### src/rtl/sse_stream_ctrl_if.sv
// Handshake and status bundle between the SSE sequencing controller and the
// surrounding FIFOs / SSE core.
//   master : controller side (drives sel_ready, sse_*, img_fifo_ready,
//            ack_*, busy, frame_done, in_count, out_count)
//   slave  : environment side (drives chan_open, sel_valid/bits,
//            sse_select_ready, img_fifo_valid, sse_in_ready, sse_out_fire,
//            ack_ready)
interface sse_stream_ctrl_if #(
  parameter int unsigned CNT_W = 20
);
  logic             chan_open;
  logic             sel_valid;
  logic             sel_ready;
  logic [7:0]       sel_bits;
  logic             sse_reset;
  logic             sse_select_valid;
  logic             sse_select_ready;
  logic [7:0]       sse_select_bits;
  logic             img_fifo_valid;
  logic             img_fifo_ready;
  logic             sse_in_valid;
  logic             sse_in_ready;
  logic             sse_out_fire;
  logic             ack_valid;
  logic             ack_ready;
  logic [7:0]       ack_bits;
  logic             busy;
  logic             frame_done;
  logic [CNT_W-1:0] in_count;
  logic [CNT_W-1:0] out_count;

  modport master (
    input  chan_open, sel_valid, sel_bits, sse_select_ready, img_fifo_valid,
           sse_in_ready, sse_out_fire, ack_ready,
    output sel_ready, sse_reset, sse_select_valid, sse_select_bits,
           img_fifo_ready, sse_in_valid, ack_valid, ack_bits, busy,
           frame_done, in_count, out_count
  );

  modport slave (
    output chan_open, sel_valid, sel_bits, sse_select_ready, img_fifo_valid,
           sse_in_ready, sse_out_fire, ack_ready,
    input  sel_ready, sse_reset, sse_select_valid, sse_select_bits,
           img_fifo_ready, sse_in_valid, ack_valid, ack_bits, busy,
           frame_done, in_count, out_count
  );
endinterface

### src/rtl/sse_stream_ctrl.sv
// Sequencing controller for the ScaleSpaceExtrema stream datapath.
// Takes a select byte, holds SSE in reset for RST_CYCLES, hands the select
// to SSE, writes a sequence-numbered ack, then gates exactly one frame of
// image words into SSE and counts the words it emits.
// Ports:
//   bus_clk  - clock
//   reset_n  - asynchronous active-low reset
//   bus      - sse_stream_ctrl_if.master (select/ack/image handshakes, status)
module sse_stream_ctrl #(
  parameter int unsigned FRAME_WORDS = 307200,
  parameter int unsigned RST_CYCLES  = 4,
  parameter int unsigned CNT_W       = 20
) (
  input  logic              bus_clk,
  input  logic              reset_n,
  sse_stream_ctrl_if.master bus
);

  localparam int unsigned RST_W = (RST_CYCLES > 1) ? $clog2(RST_CYCLES) : 1;

  localparam logic [2:0] S_IDLE = 3'd0;
  localparam logic [2:0] S_RST  = 3'd1;
  localparam logic [2:0] S_SEL  = 3'd2;
  localparam logic [2:0] S_ACK  = 3'd3;
  localparam logic [2:0] S_RUN  = 3'd4;
  localparam logic [2:0] S_DONE = 3'd5;

  localparam logic [CNT_W-1:0] FRAME_LEN  = CNT_W'(FRAME_WORDS);
  localparam logic [CNT_W-1:0] FRAME_LAST = CNT_W'(FRAME_WORDS - 1);
  localparam logic [RST_W-1:0] RST_LOAD   = RST_W'(RST_CYCLES - 1);

  logic [2:0]       state, state_d;
  logic [7:0]       sel_q, sel_d;
  logic [7:0]       seq, seq_d;
  logic [RST_W-1:0] rst_cnt, rst_cnt_d;
  logic [CNT_W-1:0] in_cnt, in_cnt_d;
  logic [CNT_W-1:0] out_cnt, out_cnt_d;
  logic             gate;
  logic             in_xfer;
  logic             take_sel;

  // Frame gate: stop admitting words once a full frame has entered SSE.
  assign gate    = (in_cnt < FRAME_LEN);
  assign in_xfer = (state == S_RUN) && bus.sse_in_ready && bus.img_fifo_valid && gate;
  // A select byte is consumed only from IDLE or RUN (RUN means abort).
  assign take_sel = bus.sel_valid && bus.chan_open &&
                    ((state == S_IDLE) || (state == S_RUN));

  assign bus.busy      = (state != S_IDLE);
  assign bus.in_count  = in_cnt;
  assign bus.out_count = out_cnt;

  // State and datapath registers.
  always_ff @(posedge bus_clk or negedge reset_n) begin
    if (!reset_n) begin
      state   <= S_IDLE;
      sel_q   <= 8'h00;
      seq     <= 8'h00;
      rst_cnt <= '0;
      in_cnt  <= '0;
      out_cnt <= '0;
    end else begin
      state   <= state_d;
      sel_q   <= sel_d;
      seq     <= seq_d;
      rst_cnt <= rst_cnt_d;
      in_cnt  <= in_cnt_d;
      out_cnt <= out_cnt_d;
    end
  end

  // Next-state and outputs.
  always_comb begin
    state_d   = state;
    sel_d     = sel_q;
    seq_d     = seq;
    rst_cnt_d = rst_cnt;
    in_cnt_d  = in_cnt;
    out_cnt_d = out_cnt;

    bus.sse_reset        = 1'b0;
    bus.sel_ready        = 1'b0;
    bus.sse_select_valid = 1'b0;
    bus.sse_select_bits  = 8'h00;
    bus.sse_in_valid     = 1'b0;
    bus.img_fifo_ready   = 1'b0;
    bus.ack_valid        = 1'b0;
    bus.ack_bits         = 8'h00;
    bus.frame_done       = 1'b0;

    case (state)
      S_IDLE: begin
        bus.sse_reset = ~bus.chan_open;
      end
      S_RST: begin
        bus.sse_reset = 1'b1;
        if (rst_cnt == '0) state_d = S_SEL;
        else               rst_cnt_d = rst_cnt - RST_W'(1);
      end
      S_SEL: begin
        bus.sse_select_valid = 1'b1;
        bus.sse_select_bits  = sel_q;
        if (bus.sse_select_ready) begin
          seq_d   = seq + 8'd1;
          state_d = S_ACK;
        end
      end
      S_ACK: begin
        // The write strobe follows ack_ready so the ack is never lost.
        bus.ack_valid = bus.ack_ready;
        bus.ack_bits  = seq;
        if (bus.ack_ready) state_d = S_RUN;
      end
      S_RUN: begin
        bus.sse_in_valid   = bus.img_fifo_valid && gate;
        bus.img_fifo_ready = in_xfer;
        if (in_xfer)          in_cnt_d  = in_cnt + CNT_W'(1);
        if (bus.sse_out_fire) out_cnt_d = out_cnt + CNT_W'(1);
        // A new select aborts the frame, so it outranks completion.
        if (!take_sel && bus.chan_open && bus.sse_out_fire && (out_cnt == FRAME_LAST)) begin
          bus.frame_done = 1'b1;
          state_d        = S_DONE;
        end
      end
      S_DONE: begin
        in_cnt_d  = '0;
        out_cnt_d = '0;
        state_d   = S_IDLE;
      end
      default: state_d = S_IDLE;
    endcase

    if (take_sel) begin
      bus.sel_ready = 1'b1;
      sel_d         = bus.sel_bits;
      rst_cnt_d     = RST_LOAD;
      in_cnt_d      = '0;
      out_cnt_d     = '0;
      state_d       = S_RST;
    end

    // Channel close mirrors the FIFO srst: everything returns to idle.
    if (!bus.chan_open) begin
      state_d   = S_IDLE;
      in_cnt_d  = '0;
      out_cnt_d = '0;
      seq_d     = 8'h00;
    end
  end

endmodule
### src/flat_wrapper.sv
// flat-port wrapper written by rule: the top's interface ports become plain ports
module sse_stream_ctrl_flat 
#(
  parameter int unsigned FRAME_WORDS = 307200,
  parameter int unsigned RST_CYCLES  = 4,
  parameter int unsigned CNT_W       = 20
)
  (bus_clk, reset_n, bus_chan_open, bus_sel_valid, bus_sel_bits, bus_sse_select_ready, bus_img_fifo_valid, bus_sse_in_ready, bus_sse_out_fire, bus_ack_ready, bus_sel_ready, bus_sse_reset, bus_sse_select_valid, bus_sse_select_bits, bus_img_fifo_ready, bus_sse_in_valid, bus_ack_valid, bus_ack_bits, bus_busy, bus_frame_done, bus_in_count, bus_out_count);
  sse_stream_ctrl_if #(.CNT_W(CNT_W)) bus_i ();
  input  logic bus_clk;
  input  logic reset_n;
  input wire logic [$bits(bus_i.chan_open)-1:0] bus_chan_open;
  input wire logic [$bits(bus_i.sel_valid)-1:0] bus_sel_valid;
  input wire logic [$bits(bus_i.sel_bits)-1:0] bus_sel_bits;
  input wire logic [$bits(bus_i.sse_select_ready)-1:0] bus_sse_select_ready;
  input wire logic [$bits(bus_i.img_fifo_valid)-1:0] bus_img_fifo_valid;
  input wire logic [$bits(bus_i.sse_in_ready)-1:0] bus_sse_in_ready;
  input wire logic [$bits(bus_i.sse_out_fire)-1:0] bus_sse_out_fire;
  input wire logic [$bits(bus_i.ack_ready)-1:0] bus_ack_ready;
  output wire logic [$bits(bus_i.sel_ready)-1:0] bus_sel_ready;
  output wire logic [$bits(bus_i.sse_reset)-1:0] bus_sse_reset;
  output wire logic [$bits(bus_i.sse_select_valid)-1:0] bus_sse_select_valid;
  output wire logic [$bits(bus_i.sse_select_bits)-1:0] bus_sse_select_bits;
  output wire logic [$bits(bus_i.img_fifo_ready)-1:0] bus_img_fifo_ready;
  output wire logic [$bits(bus_i.sse_in_valid)-1:0] bus_sse_in_valid;
  output wire logic [$bits(bus_i.ack_valid)-1:0] bus_ack_valid;
  output wire logic [$bits(bus_i.ack_bits)-1:0] bus_ack_bits;
  output wire logic [$bits(bus_i.busy)-1:0] bus_busy;
  output wire logic [$bits(bus_i.frame_done)-1:0] bus_frame_done;
  output wire logic [$bits(bus_i.in_count)-1:0] bus_in_count;
  output wire logic [$bits(bus_i.out_count)-1:0] bus_out_count;
  assign bus_i.chan_open = bus_chan_open;
  assign bus_i.sel_valid = bus_sel_valid;
  assign bus_i.sel_bits = bus_sel_bits;
  assign bus_i.sse_select_ready = bus_sse_select_ready;
  assign bus_i.img_fifo_valid = bus_img_fifo_valid;
  assign bus_i.sse_in_ready = bus_sse_in_ready;
  assign bus_i.sse_out_fire = bus_sse_out_fire;
  assign bus_i.ack_ready = bus_ack_ready;
  assign bus_sel_ready = bus_i.sel_ready;
  assign bus_sse_reset = bus_i.sse_reset;
  assign bus_sse_select_valid = bus_i.sse_select_valid;
  assign bus_sse_select_bits = bus_i.sse_select_bits;
  assign bus_img_fifo_ready = bus_i.img_fifo_ready;
  assign bus_sse_in_valid = bus_i.sse_in_valid;
  assign bus_ack_valid = bus_i.ack_valid;
  assign bus_ack_bits = bus_i.ack_bits;
  assign bus_busy = bus_i.busy;
  assign bus_frame_done = bus_i.frame_done;
  assign bus_in_count = bus_i.in_count;
  assign bus_out_count = bus_i.out_count;
  sse_stream_ctrl #(.FRAME_WORDS(FRAME_WORDS), .RST_CYCLES(RST_CYCLES), .CNT_W(CNT_W)) u_core (.bus_clk(bus_clk), .reset_n(reset_n), .bus(bus_i));
endmodule
### config.mk
export PLATFORM = sky130hd
export DESIGN_NAME = sse_stream_ctrl_flat
export DESIGN_NICKNAME = d
export VERILOG_FILES = /design/src/rtl/sse_stream_ctrl_if.sv /design/src/rtl/sse_stream_ctrl.sv /design/src/flat_wrapper.sv
export SDC_FILE = /design/constraint.sdc
export NUM_CORES = 1
export LEC_CHECK = 0
export ABC_CLOCK_PERIOD_IN_PS = 2100
export CELL_PAD_IN_SITES_DETAIL_PLACEMENT = 0
export CELL_PAD_IN_SITES_GLOBAL_PLACEMENT = 1
export CORE_UTILIZATION = 34
export DETAILED_ROUTE_END_ITERATION = 6
export GPL_ROUTABILITY_DRIVEN = 0
export PLACE_DENSITY = 0.74
export SLEW_MARGIN = 20
export SYNTH_ARGS = -nofsm -noshare
export SYNTH_HDL_FRONTEND = slang
export SYNTH_SLANG_ARGS = --single-unit
### constraint.sdc
create_clock -name bus_clk -period 2.1 [get_ports bus_clk]
set_input_delay 0.21 -clock bus_clk [delete_from_list [all_inputs] [get_ports bus_clk]]
set_output_delay 0.21 -clock bus_clk [all_outputs]
set_load 0.02 [all_outputs]
# Word-level counts from Yosys, hierarchy flattened
# Index checks and enable logic that the tools add are counted.
# totals
register_bits	61
latch_bits	0
ramBits	0
rom_bits	0
input_bits	17
out_inout_bits	64
wordCells	80
memories	0
# op_classes
add_sub_neg	4
n_mul	0
n_div	0
n_lt_le_gt_ge	1
n_eq_ne	17
n_shift	0
muxes	31
bitwise	1
reduce_logical	20
# ops
operator	count
$mux 20	6
$pmux 20 s2	2
$add 20x1->20 const B	2
$mux 8	5
$eq 20x19->1 const B	1
$lt 20x19->1 const B	1
$mux 3	6
$ne 4x3->1 const B	4
$pmux 3 s5	1
$logic_and 1x1->1	9
$add 8x1->8 const B	1
$ne 4x2->1 const B	2
$reduce_and 2->1	4
$mux 1	7
$eq 3x2->1 const B	2
$eq 3x3->1 const B	2
$mux 2	3
$ne 2x1->1 const B	3
$reduce_and 5->1	1
$ne 4x1->1 const B	1
$eq 3x1->1 const B	1
$logic_not 3->1	1
$ne 3x2->1 const B	1
$reduce_bool 3->1	1
7 further kinds	7

# Logic depth before layout (Yosys ltp)
# depth
ltp_word	11
mapped_depth	7
depth_no_buf	7

# Worst setup path before layout
# No wires, ideal clock.
# synth_path
path_type	reg2out
from	reg u_core.state[1]
to	out bus_sse_select_bits[0]
arrival_ns	1.871
t_required_ns	1.890
setup_slack_ns	0.019
stages_incl_launch_ff	5
cell_sequence	dfrtp_1 buf_2 clkbuf_1 nor3b_1 and2_1
# synth_via
elab_chain_len	2
# synth_lines
item	line	text
from (decl)	sse_stream_ctrl.sv:32	logic [2:0] state, state_d;
from (signal assigned)	sse_stream_ctrl.sv:63	state <= state_d;
$eq 3x2->1	sse_stream_ctrl.sv:91	case (state)
$mux 8	sse_stream_ctrl.sv:91	
to (decl)	flat_wrapper.sv:23	output wire logic [$bits(bus_i.sse_select_bits)-1:0] bus_sse_select_bits;
# Every way passes these cells.

# Final worst setup path
# layout_path
from	reg u_core.state[1]
to	reg u_core.in_cnt[12] (netlist: u_core.bus.in_count[12])
# layout_via
elab_chain_len	6
# layout_lines
item	line	text
$eq 3x3->1	sse_stream_ctrl.sv:44, sse_stream_ctrl.sv:47, sse_stream_ctrl.sv:91	
$logic_and 1x1->1 (3 in series)	sse_stream_ctrl.sv:44	assign in_xfer = (state == S_RUN) && bus.sse_in_ready && bus.img_fifo_valid && gate;
$ne 4x2->1 (no line)	n/a	
$reduce_and 2->1 (no line)	n/a	
to (signal assigned)	sse_stream_ctrl.sv:67	in_cnt <= in_cnt_d;
to (decl)	sse_stream_ctrl.sv:36	logic [CNT_W-1:0] in_cnt, in_cnt_d;
# Several ways; a longest one is shown, not always the timed one.
# A chain may end at the register's enable or synchronous reset.

==> key figures <==
Floorplan
  – Die Span X: 101 microns
  – Die height: 101 microns
  – Die area: 10,200 sq um
  – Core Rows: 35
  – Top Ports: 81
  – Core Area: 9370 sq um
  – Starting Density: 35.6%

Timing
  – Final hold vios: 0
  – Clock skew: 16.8 ps
  – Final setup viols: 0
  – Max-slew headroom: 63.2%
  – Final slew viol count: 0
  – Fin crit period: 2040 ps
  – Final worst path period share: 97.2%
  – TNS Setup: 0 ps
  – Worst slew pin tran: 548 ps
  – Peak Freq: 0.490 GHz

Final layout
  – Area of the multi-input gates: 1750 sq um
  – Layout cell share with drive strength beyond 1: 20.8%
  – Fill count: 906
  – Number of nets in the layout: 515
  – Register area: 1530 sq um
  – Non-Filler Instances: 628
  – Area Growth Syn to Fin: 47.7%
  – Antenna cells: 0

Clock tree
  – Clk_lat worst skew: 350 ps
  – CTS tree: built
  – Worst-path clk slew: 70 ps
  – CTS sink count: 61
  – Clock Path Buffers: 2
  – CTS root buf: clkbuf_8
  – Htree depth: 3
  – CTS buffer count: 9

Global route
  – First-pass GRT wire length: 15,100 microns
  – Initial antenna violation count: 0
  – Global route total overflow: 0
  – GR Util All Layers: 18.8%
  – Pin count of the biggest net entering global routing: 35
  – Vias in the first global route: 3,085

Routing
  – Drt drc: 0
  – Drt pass-1 iters: 4
  – Top Layer Used: met4
  – Routed wl met2: 4320 microns
  – DR vias/cell: 5.08
  – 1st-iter DRT viols: 107
  – Met1 wire length: 4360 microns
  – Vias: 3,191
  – Number of routed nets with antenna violations: 0
  – Mean routed wirelength per cell: 14.6 microns
  – DR WL met3: 450 microns
  – DRT Wirelength: 9190 microns

Critical path
  – CP peak stage delay: 540 ps
  – Most used cell, CP: or4_4
  – Critical Path AT: 2310 ps
  – Critical path launch point type: flip-flop
  – Crit-path slowest cell: or4_4
  – CP cell instances: buf_6 -> and2_4 -> a21o_4 -> or4_4 -> or4_4 -> a21oi_2
  – Req. time, crit path: 2370 ps
  – Crit Path Category: reg2reg
  – CP max FO: 4
  – CP endpoint kind: flip-flop

Logic synthesis
  – Distinct cells, synth: 55
  – Synth Area per Inst: 9.41 sq um
  – Mapped cell area: 3340 sq um
  – Number of synthesized flops with an enable pin: 0
  – Ys Warns: 0
  – Seq cells post-synth: 61
  – Synth async-reset ratio: 100%
  – Post-synthesis sequential area ratio: 45.7%
  – Mapped Cells: 355
  – Ys flop type: dfrtp_1
  – Syn_nets: 376

Power
  – PD cells: 579 nW/um^2
  – VDD IR max: 0.454 mV
  – Leak: 0.00220 uW

Outcome
  – Status: complete, no violations

Placement
  – IO buf count: 80
  – DP HPWL: 6620 microns
  – Placed cells: 610

Min path
  – Min-delay worst type: in2async

Job
  – Max_cap viols: 0
through the flow:
stage / setup WS [ps] / util [%] / hold WS (ps) / cell area, sq um / total power, uW
4_1_cts: 1.67 / 52.4 / 212 / 4910 / 2890
3_3_place_gp: -209 / 50.4 / 32.9 / 4720 / 1810
6_report: 58.9 / 52.6 / 216 / 4930 / 2860
2_1_floorplan: 19.4 / - / -85.6 / 3340 / 1580
5_1_grt: -17.2 / 52.6 / 218 / 4930 / 2990
3_5_place_dp: -269 / 50.4 / 37.8 / 4720 / 1820
final cells by class:
cell class	count	area share, %
Multi-Input combinational cell	271	35.4
Sequential cell	61	30.9
Timing Repair Buffer	144	25.8
Tap cell	129	3.27
Clock buffer	10	2.79
Clock inverter	6	1.27
Inverter	7	0.533
cells in the final DEF (no fill, tap or decap), types with 18 or more instances in the layout:
master           count
dfrtp_1             61
dlygate4sd2_1       20
and2_1              18
nor2_1              37
buf_4               60
clkdlybuf4s50_1     55
xor2_1              21
nand2_1             25
nand3_1             26
synthesized netlist by cell type (2+ instances only):
master | count | area share (%)
a211o_1 | 2 | 0.52
a21oi_1 | 12 | 1.8
a31oi_1 | 4 | 0.75
and2_1 | 18 | 3.4
and3_1 | 5 | 0.94
and4_1 | 3 | 0.79
buf_2 | 2 | 0.30
clkbuf_1 | 12 | 1.3
dfrtp_1 | 61 | 46
ha_1 | 4 | 1.5
inv_1 | 6 | 0.67
mux2_2 | 8 | 2.7
mux2i_1 | 3 | 0.90
nand2_1 | 25 | 2.8
nand2b_1 | 2 | 0.37
nand3_1 | 26 | 3.9
nand4_1 | 16 | 3.0
nand4b_1 | 2 | 0.52
nor2_1 | 37 | 4.2
nor2b_1 | 4 | 0.75
nor3_1 | 8 | 1.2
nor3b_1 | 3 | 0.67
nor4_1 | 2 | 0.37
o21a_1 | 2 | 0.45
o21ai_0 | 17 | 2.5
o22a_1 | 2 | 0.52
o31ai_1 | 8 | 1.8
or3_1 | 8 | 1.5
or4_1 | 4 | 0.90
xnor2_1 | 4 | 1.0
xor2_1 | 21 | 5.5
worst max-delay path: cells and delay by family (launching register included):
kind	cells	cell delay, ps
AOI/OAI and AO/OA	2	300
buffers and inverters	1	140
DFF	1	410
and+or+nand+nor	3	1120
cells by family after synthesis:
kind of cell	count (synthesis)	synth area share [%]
adder cells (fa/ha/maj)	4	1.50
AO/OA/AOI/OAI	61	12.4
flip-flops	61	45.7
buffers and inverters	23	2.88
AND/OR/NAND/NOR	170	27.4
XOR/XNOR	25	6.56
multiplexers	11	3.60
layer usage:
layer / vias up / track usage [%]
li1: 1562 / -
met2: 84 / 29.0
met1: 1540 / 26.7
met4: 0 / 6.35
met5: - / 0
met3: 5 / 3.33
power by group:
| part | switching (uW) | total [uW] | internal, uW |
|---|---|---|---|
| clock | 496 | 1070 | 576 |
| combinational | 256 | 498 | 242 |
| sequential | 37.8 | 1290 | 1250 |
| total | 790 | 2860 | 2070 |
path summary, 6_finish.rpt:
| kind | endpoint | from | slack [ps] | depth (start not counted) |
|---|---|---|---|---|
| min | u_core.bus.in_count[4] | reset_n | 220 | 2 |
| max | u_core.bus.in_count[12] | u_core.state[1] | 60 | 6 |
| min in group bus_clk | u_core.sel_q[1] | bus_sel_bits[1] | 480 | 2 |
| max reg2reg | u_core.bus.in_count[12] | u_core.state[1] | 60 | 6 |
| min reg2reg | u_core.sel_q[4] | u_core.sel_q[4] | 500 | 1 |
| max in group asynchronous | u_core.sel_q[6] | reset_n | 1320 | 3 |
repair_timing:
| action | 4_1_cts | 5_1_grt |
|---|---|---|
| hold buffers | 1 | 0 |
| endpoints found under the hold margin | 58 | 0 |
| buffers inserted | 1 | 0 |
| resized for setup | 26 | 12 |
| cloned | 0 | 0 |
| setup endpoints to repair | 24 | 13 |
| pin swaps | 0 | 1 |
sequential cells by signal, summed over array words and instances, names as in the netlist:
signal                flops
u_core.bus.in_count      20
u_core.bus.out_count     20
u_core.rst_cnt            2
u_core.sel_q              8
u_core.seq                8
u_core.state              3
No activity file was read; power rests on OpenSTA's default activity.
==> patch 1, RTL diff (config.mk and constraints unchanged) <==
One comparison of `out_cnt` changes from == to >=.
--- a/src/rtl/sse_stream_ctrl.sv
+++ b/src/rtl/sse_stream_ctrl.sv
@@ -117,7 +117,7 @@
         if (in_xfer)          in_cnt_d  = in_cnt + CNT_W'(1);
         if (bus.sse_out_fire) out_cnt_d = out_cnt + CNT_W'(1);
         // A new select aborts the frame, so it outranks completion.
-        if (!take_sel && bus.chan_open && bus.sse_out_fire && (out_cnt == FRAME_LAST)) begin
+        if (!take_sel && bus.chan_open && bus.sse_out_fire && (out_cnt >= FRAME_LAST)) begin
           bus.frame_done = 1'b1;
           state_d        = S_DONE;
         end
Function: no difference found for any inputs over 10 cycles, from zero or initial values and one cycle with reset_n low; that may be too few to reach the edited logic, so the function may still have changed.
==> patch 1 against the unedited design <==
The flow now finishes with violations (setup timing). Area after synthesis barely moved. Total power shrank 8.6%. Cell area rose by 1.2%. Combinational power shrank 14%. Wire length down 2.8%. Critical path depth decreased by 1. Final cell count grew 1.6%. Sequential cell count stayed put. Worst setup slack worse by 0.24 ns.
==> patch 1: results (changes against the unedited design) <==
[status]
status = finished, violations left  ; was finished, final reports clean
violations = setup timing

[sta]
maxSlewHeadroom_pct = 62.6  ; was 63.2%
setup_viol = 1  ; was 0
finalSetupTns_ns = -0.179  ; was 0 ns
timing.hold.ws_ns = 0.217  ; was 0.216 ns
setup_ws_ns = -0.179  ; was 0.0589 ns
clock_skew_ns = 0.0113  ; was 0.0168 ns

[synth]
synth_area_leaders = dfrtp_1, nor2_1, and2_1, xnor2_1, a21oi_1  ; was dfrtp_1, xor2_1, nor2_1, nand3_1, and2_1
synth-async-reset-ratio_pct = 100  ; unchanged
syn_avg_cell_area_sq_um = 9.34  ; was 9.41 sq um
syn_nets = 379  ; was 376
ys_types = 50  ; was 55
synth-seq-area-share_pct = 45.7  ; about the same
yosys-top-cells-count = dfrtp_1, nor2_1, nand2_1, a21oi_1, and2_1  ; was dfrtp_1, nor2_1, nand3_1, nand2_1, xor2_1

[detailed_routing]
dr_total_vias = 3213  ; was 3,191
first_pass_iters = 4  ; unchanged
wl_per_cell_microns = 14.0  ; was 14.6 microns
drtIter0Drc = 106  ; was 107

[pwr]
combinationalPower_uw = 426  ; was 498 uW
intPower_mw = 1.89  ; was 2.07 mW
ir_drop_mv = 0.271  ; was 0.454 mV
comb_power_share_pct = 16.3  ; was 17.4%
power.leakage_nw = 2.21  ; was 2.20 nW

[worst_setup_path]
reg2reg_slack_ns = 0.08  ; was 0.06 ns
slowest_stage = or4bb_1  ; was or4_4
cp_max_fo = 2  ; was 4
cp.arrival_ns = 2.07  ; was 2.31 ns
slowest_delay_ns = 0.52  ; was 0.54 ns

[place]
placed_cell_area_sq_mm = 0.00476  ; was 0.00472 sq mm
dp_hpwl_mm = 6.63  ; was 6.62 mm
pre_cts_ws_ns = -0.172  ; was -0.269 ns
dp.cells = 616  ; was 610

[clock_network]
numCtsBuffers = 9  ; unchanged
path_clk_slew_ns = 0.07  ; about the same
root_buffer = clkbuf_8  ; unchanged

[layout]
final_cells = 638  ; was 628
drive_above_1_share_pct = 21.2  ; was 20.8%
nFillCells = 925  ; was 906
nNetsFinal = 526  ; was 515

[grt]
grt_pass1_wl_mm = 14.7  ; was 15.1 mm
grt_pass1_vias = 2984  ; was 3,085
grt_util_all_layers_pct = 18.6  ; was 18.8%
grt_max_degree = 31  ; was 35

==> patch 1: cell types whose count changed after synthesis, sizes merged, moves of 5 or more <==
cell,change
or3,+7
nand3,-12
a211oi,+5
xnor2,+11
xor2,-13
a21oi,+11
inv,+5
nand4,-8
==> patch 1: cells by family after synthesis <==
| family | synth area share (%) |
|---|---|
| DFF | 45.7 |
| AOI/OAI and AO/OA | 15.3 |
| buffers and inverters | 2.99 |
| xor gates and xnor gates | 6.03 |
| adders and majority gates | 1.50 |
| muxes | 3.93 |
| and+or+nand+nor | 24.6 |
==> patch 1: path summary, 6_finish.rpt <==
| path | from | to | cells past startpoint |
|---|---|---|---|
| worst max-delay path | u_core.bus.out_count[12] | bus_frame_done | 5 |
| worst max register to register | u_core.bus.in_count[14] | u_core.bus.in_count[17] | 5 |
| worst min-delay path | reset_n | u_core.sel_q[4] | 2 |
| min in group bus_clk | bus_sel_bits[6] | u_core.sel_q[6] | 2 |
| worst min register to register | u_core.rst_cnt[1] | u_core.rst_cnt[1] | 1 |
| max in group asynchronous | reset_n | u_core.bus.in_count[14] | 3 |
==> patch 1: layer usage <==
layer  GRT usage (%)  up-vias  share of wire [%]
li1                -     1586                  -
met1            26.2     1558                 48
met2            28.0       59                 46
met3            3.52       10                4.3
met4            7.58        0                1.4
met5               0        -                  0
==> patch 1: layout make-up <==
class	count	area, sq um	share of cell area [%]
clock inverters	5	27.5	0.551
well taps	129	161	3.23
inverters	11	41.3	0.827
repair buffers	149	1330	26.6
flip-flops and latches	61	1530	30.6
clock buffers	10	138	2.76
multi-input cells	273	1770	35.4
==> patch 1: repair_timing <==
item | CTS | global route
pin swaps | 0 | 4
endpoints found under the hold margin | 33 | 0
setup endpoints to repair | 24 | 9
setup buffers | 0 | 6
hold buffers | 1 | 0
resized for setup | 26 | 13
==> patch 2, RTL diff (same flow settings) <==
Without the edit above. `CNT_W` is set to 20 in 3 places; all go to 24.
--- a/src/rtl/sse_stream_ctrl_if.sv
+++ b/src/rtl/sse_stream_ctrl_if.sv
@@ -6,7 +6,7 @@
 //            sse_select_ready, img_fifo_valid, sse_in_ready, sse_out_fire,
 //            ack_ready)
 interface sse_stream_ctrl_if #(
-  parameter int unsigned CNT_W = 20
+  parameter int unsigned CNT_W = 24
 );
   logic             chan_open;
   logic             sel_valid;
--- a/src/rtl/sse_stream_ctrl.sv
+++ b/src/rtl/sse_stream_ctrl.sv
@@ -9,7 +9,7 @@
 module sse_stream_ctrl #(
   parameter int unsigned FRAME_WORDS = 307200,
   parameter int unsigned RST_CYCLES  = 4,
-  parameter int unsigned CNT_W       = 20
+  parameter int unsigned CNT_W       = 24
 ) (
   input  logic              bus_clk,
   input  logic              reset_n,
--- a/src/flat_wrapper.sv
+++ b/src/flat_wrapper.sv
@@ -3,7 +3,7 @@
 #(
   parameter int unsigned FRAME_WORDS = 307200,
   parameter int unsigned RST_CYCLES  = 4,
-  parameter int unsigned CNT_W       = 20
+  parameter int unsigned CNT_W       = 24
 )
   (bus_clk, reset_n, bus_chan_open, bus_sel_valid, bus_sel_bits, bus_sse_select_ready, bus_img_fifo_valid, bus_sse_in_ready, bus_sse_out_fire, bus_ack_ready, bus_sel_ready, bus_sse_reset, bus_sse_select_valid, bus_sse_select_bits, bus_img_fifo_ready, bus_sse_in_valid, bus_ack_valid, bus_ack_bits, bus_busy, bus_frame_done, bus_in_count, bus_out_count);
   sse_stream_ctrl_if #(.CNT_W(CNT_W)) bus_i ();
Interface: changed (resized bus_in_count and bus_out_count); port bits go from 81 to 89. The function was not compared with the original's and may differ.
==> patch 2 against the unedited design <==
The run now ends with setup timing left. Sequential share of layout area rose by 0.70 points. Cell area rose by 11%. Area after synthesis rose by 14%. Count of clock-buffer cells in the layout rose by 2. Worst setup slack got worse by 0.15 ns. Wire length rose by 8.9%. Clock skew fell by 0.0098 ns. Maximum frequency fell by 6.7%. Sequential cell count rose by 8. Non-clock buffer count rose by 3. Critical path type is now flip-flop to output pin.
Power is not compared: it rests on default switching activity, and its combinational part moved more than twofold at a synthesized area within 25%.
==> patch 2: results (changes against the unedited design) <==
[status]
status = finished, violations left  ; was finished, final reports clean
violations = setup timing

[synth]
synth-seq-area-share_pct = 45.5  ; was 45.7%
yosys-top-cells-count = dfrtp_1, nor2_1, and2_1, nand4_1, nand2_1  ; was dfrtp_1, nor2_1, nand3_1, nand2_1, xor2_1
yosysWarnings = 0  ; unchanged
syn_nets = 416  ; was 376
ys_types = 53  ; was 55
synth_area_leaders = dfrtp_1, and2_1, xor2_1, nand4_1, and3_1  ; was dfrtp_1, xor2_1, nor2_1, nand3_1, and2_1

[detailed_routing]
wl_per_cell_microns = 14.8  ; was 14.6 microns
drtIter0Drc = 107  ; unchanged
dr_total_vias = 3435  ; was 3,191

[grt]
grt_util_all_layers_pct = 18.3  ; was 18.8%
grt_pass1_wl_mm = 16.5  ; was 15.1 mm
grt_max_degree = 38  ; was 35
antenna_found_initial = 0  ; unchanged

[sta]
timing.hold.ws_ns = 0.381  ; was 0.216 ns
clock_skew_ns = 0.00707  ; was 0.0168 ns
maxSlewHeadroom_pct = 68.8  ; was 63.2%
setup_ws_ns = -0.0878  ; was 0.0589 ns
finalSetupTns_ns = -0.0878  ; was 0 ns
setup_viol = 1  ; was 0

[worst_setup_path]
rr_startpoint = u_core.bus.in_count[15]  ; was u_core.state[1]
regToRegEndpoint = u_core.bus.in_count[15]  ; was u_core.bus.in_count[12]
slowest_stage = or4b_4  ; was or4_4
cp-endpoint = bus_frame_done  ; was u_core.bus.in_count[12]
reg2reg_slack_ns = 0.20  ; was 0.06 ns
r2r_cells = 7  ; was 6
cp.arrival_ns = 1.98  ; was 2.31 ns
cp_max_fo = 2  ; was 4
cp-startpoint = u_core.bus.out_count[12]  ; was u_core.state[1]

[layout]
buffers = 147  ; was 144
multi_input_area_share_pct = 36.7  ; was 35.4%
clk_share_pct = 3.26  ; was 4.06%
nNetsFinal = 554  ; was 515
layout.comb_gates.multi_input = 296  ; was 271
nFillCells = 1042  ; was 906
inv_count = 10  ; was 7
nonClkBufAreaFrac_pct = 24.5  ; was 25.8%
regArea_sq_mm = 0.00173  ; was 0.00153 sq mm
drive_above_1_share_pct = 18.8  ; was 20.8%
seq_cell_count = 69  ; was 61
nClkBuffers = 12  ; was 10

[clock_network]
clock_latency_ns = 0.34
numCtsBuffers = 9  ; unchanged

[place]
pre_cts_ws_ns = -0.529  ; was -0.269 ns
portBuffers = 88  ; was 80
dp_hpwl_mm = 7.32  ; was 6.62 mm

-- patch 2: cell types whose count changed after synthesis, sizes merged, moves of 5 or more --
cell	unedited run	this run
nand3	26	20
and3	5	20
dfrtp	61	69
or3	8	3
buf	4	9
and2	19	27
nand4	16	22
nor2b	4	10
-- patch 2: where the power goes --
group / switching, mW / internal [mW] / leakage, nW
clock network: 0.500 / 0.488 / 0.0921
logic: 0.666 / 0.580 / 1.41
registers: 0.0709 / 1.47 / 0.936
-- patch 2: what timing repair did --
| action | in CTS | in global routing |
|---|---|---|
| pin swaps | 0 | 4 |
| buffers inserted | 0 | 1 |
| endpoints found under the hold margin | 69 | 0 |
| setup endpoints to repair | 24 | 11 |
| resized for setup | 30 | 19 |
| hold buffers | 1 | 0 |
-- patch 2: cells by family after synthesis --
family                     count (synthesis)  share of synthesized area [%]
and+or+nand+nor                          187                           27.9
adders and majority gates                  4                           1.32
buffers and inverters                     30                           3.39
xor gates and xnor gates                  27                           6.23
AOI/OAI and AO/OA                         66                           12.3
DFF                                       69                           45.5
muxes                                     12                           3.43
-- patch 2: worst min-delay path, delay by kind of cell --
| family | cells | cell delay [ns] |
|---|---|---|
| buffers and inverters | 3 | 0.88 |
-- patch 2: per-layer routing --
metal  vias to the layer above  share of wire [%]  GRT usage (%)
li1                       1700                  -              -
met1                      1651                 47           23.5
met2                        80                 48           30.1
met3                         4                4.9           4.96
met4                         0               0.72           4.89
met5                         -                  0              0
-- patch 2: metrics by stage --
stage / instance area [sq um] / instances
2_1_floorplan: 3800 / 395
3_3_place_gp: 5230 / 660
3_5_place_dp: 5230 / 660
4_1_cts: 5400 / 677
5_1_grt: 5460 / 678
6_report: 5460 / 678
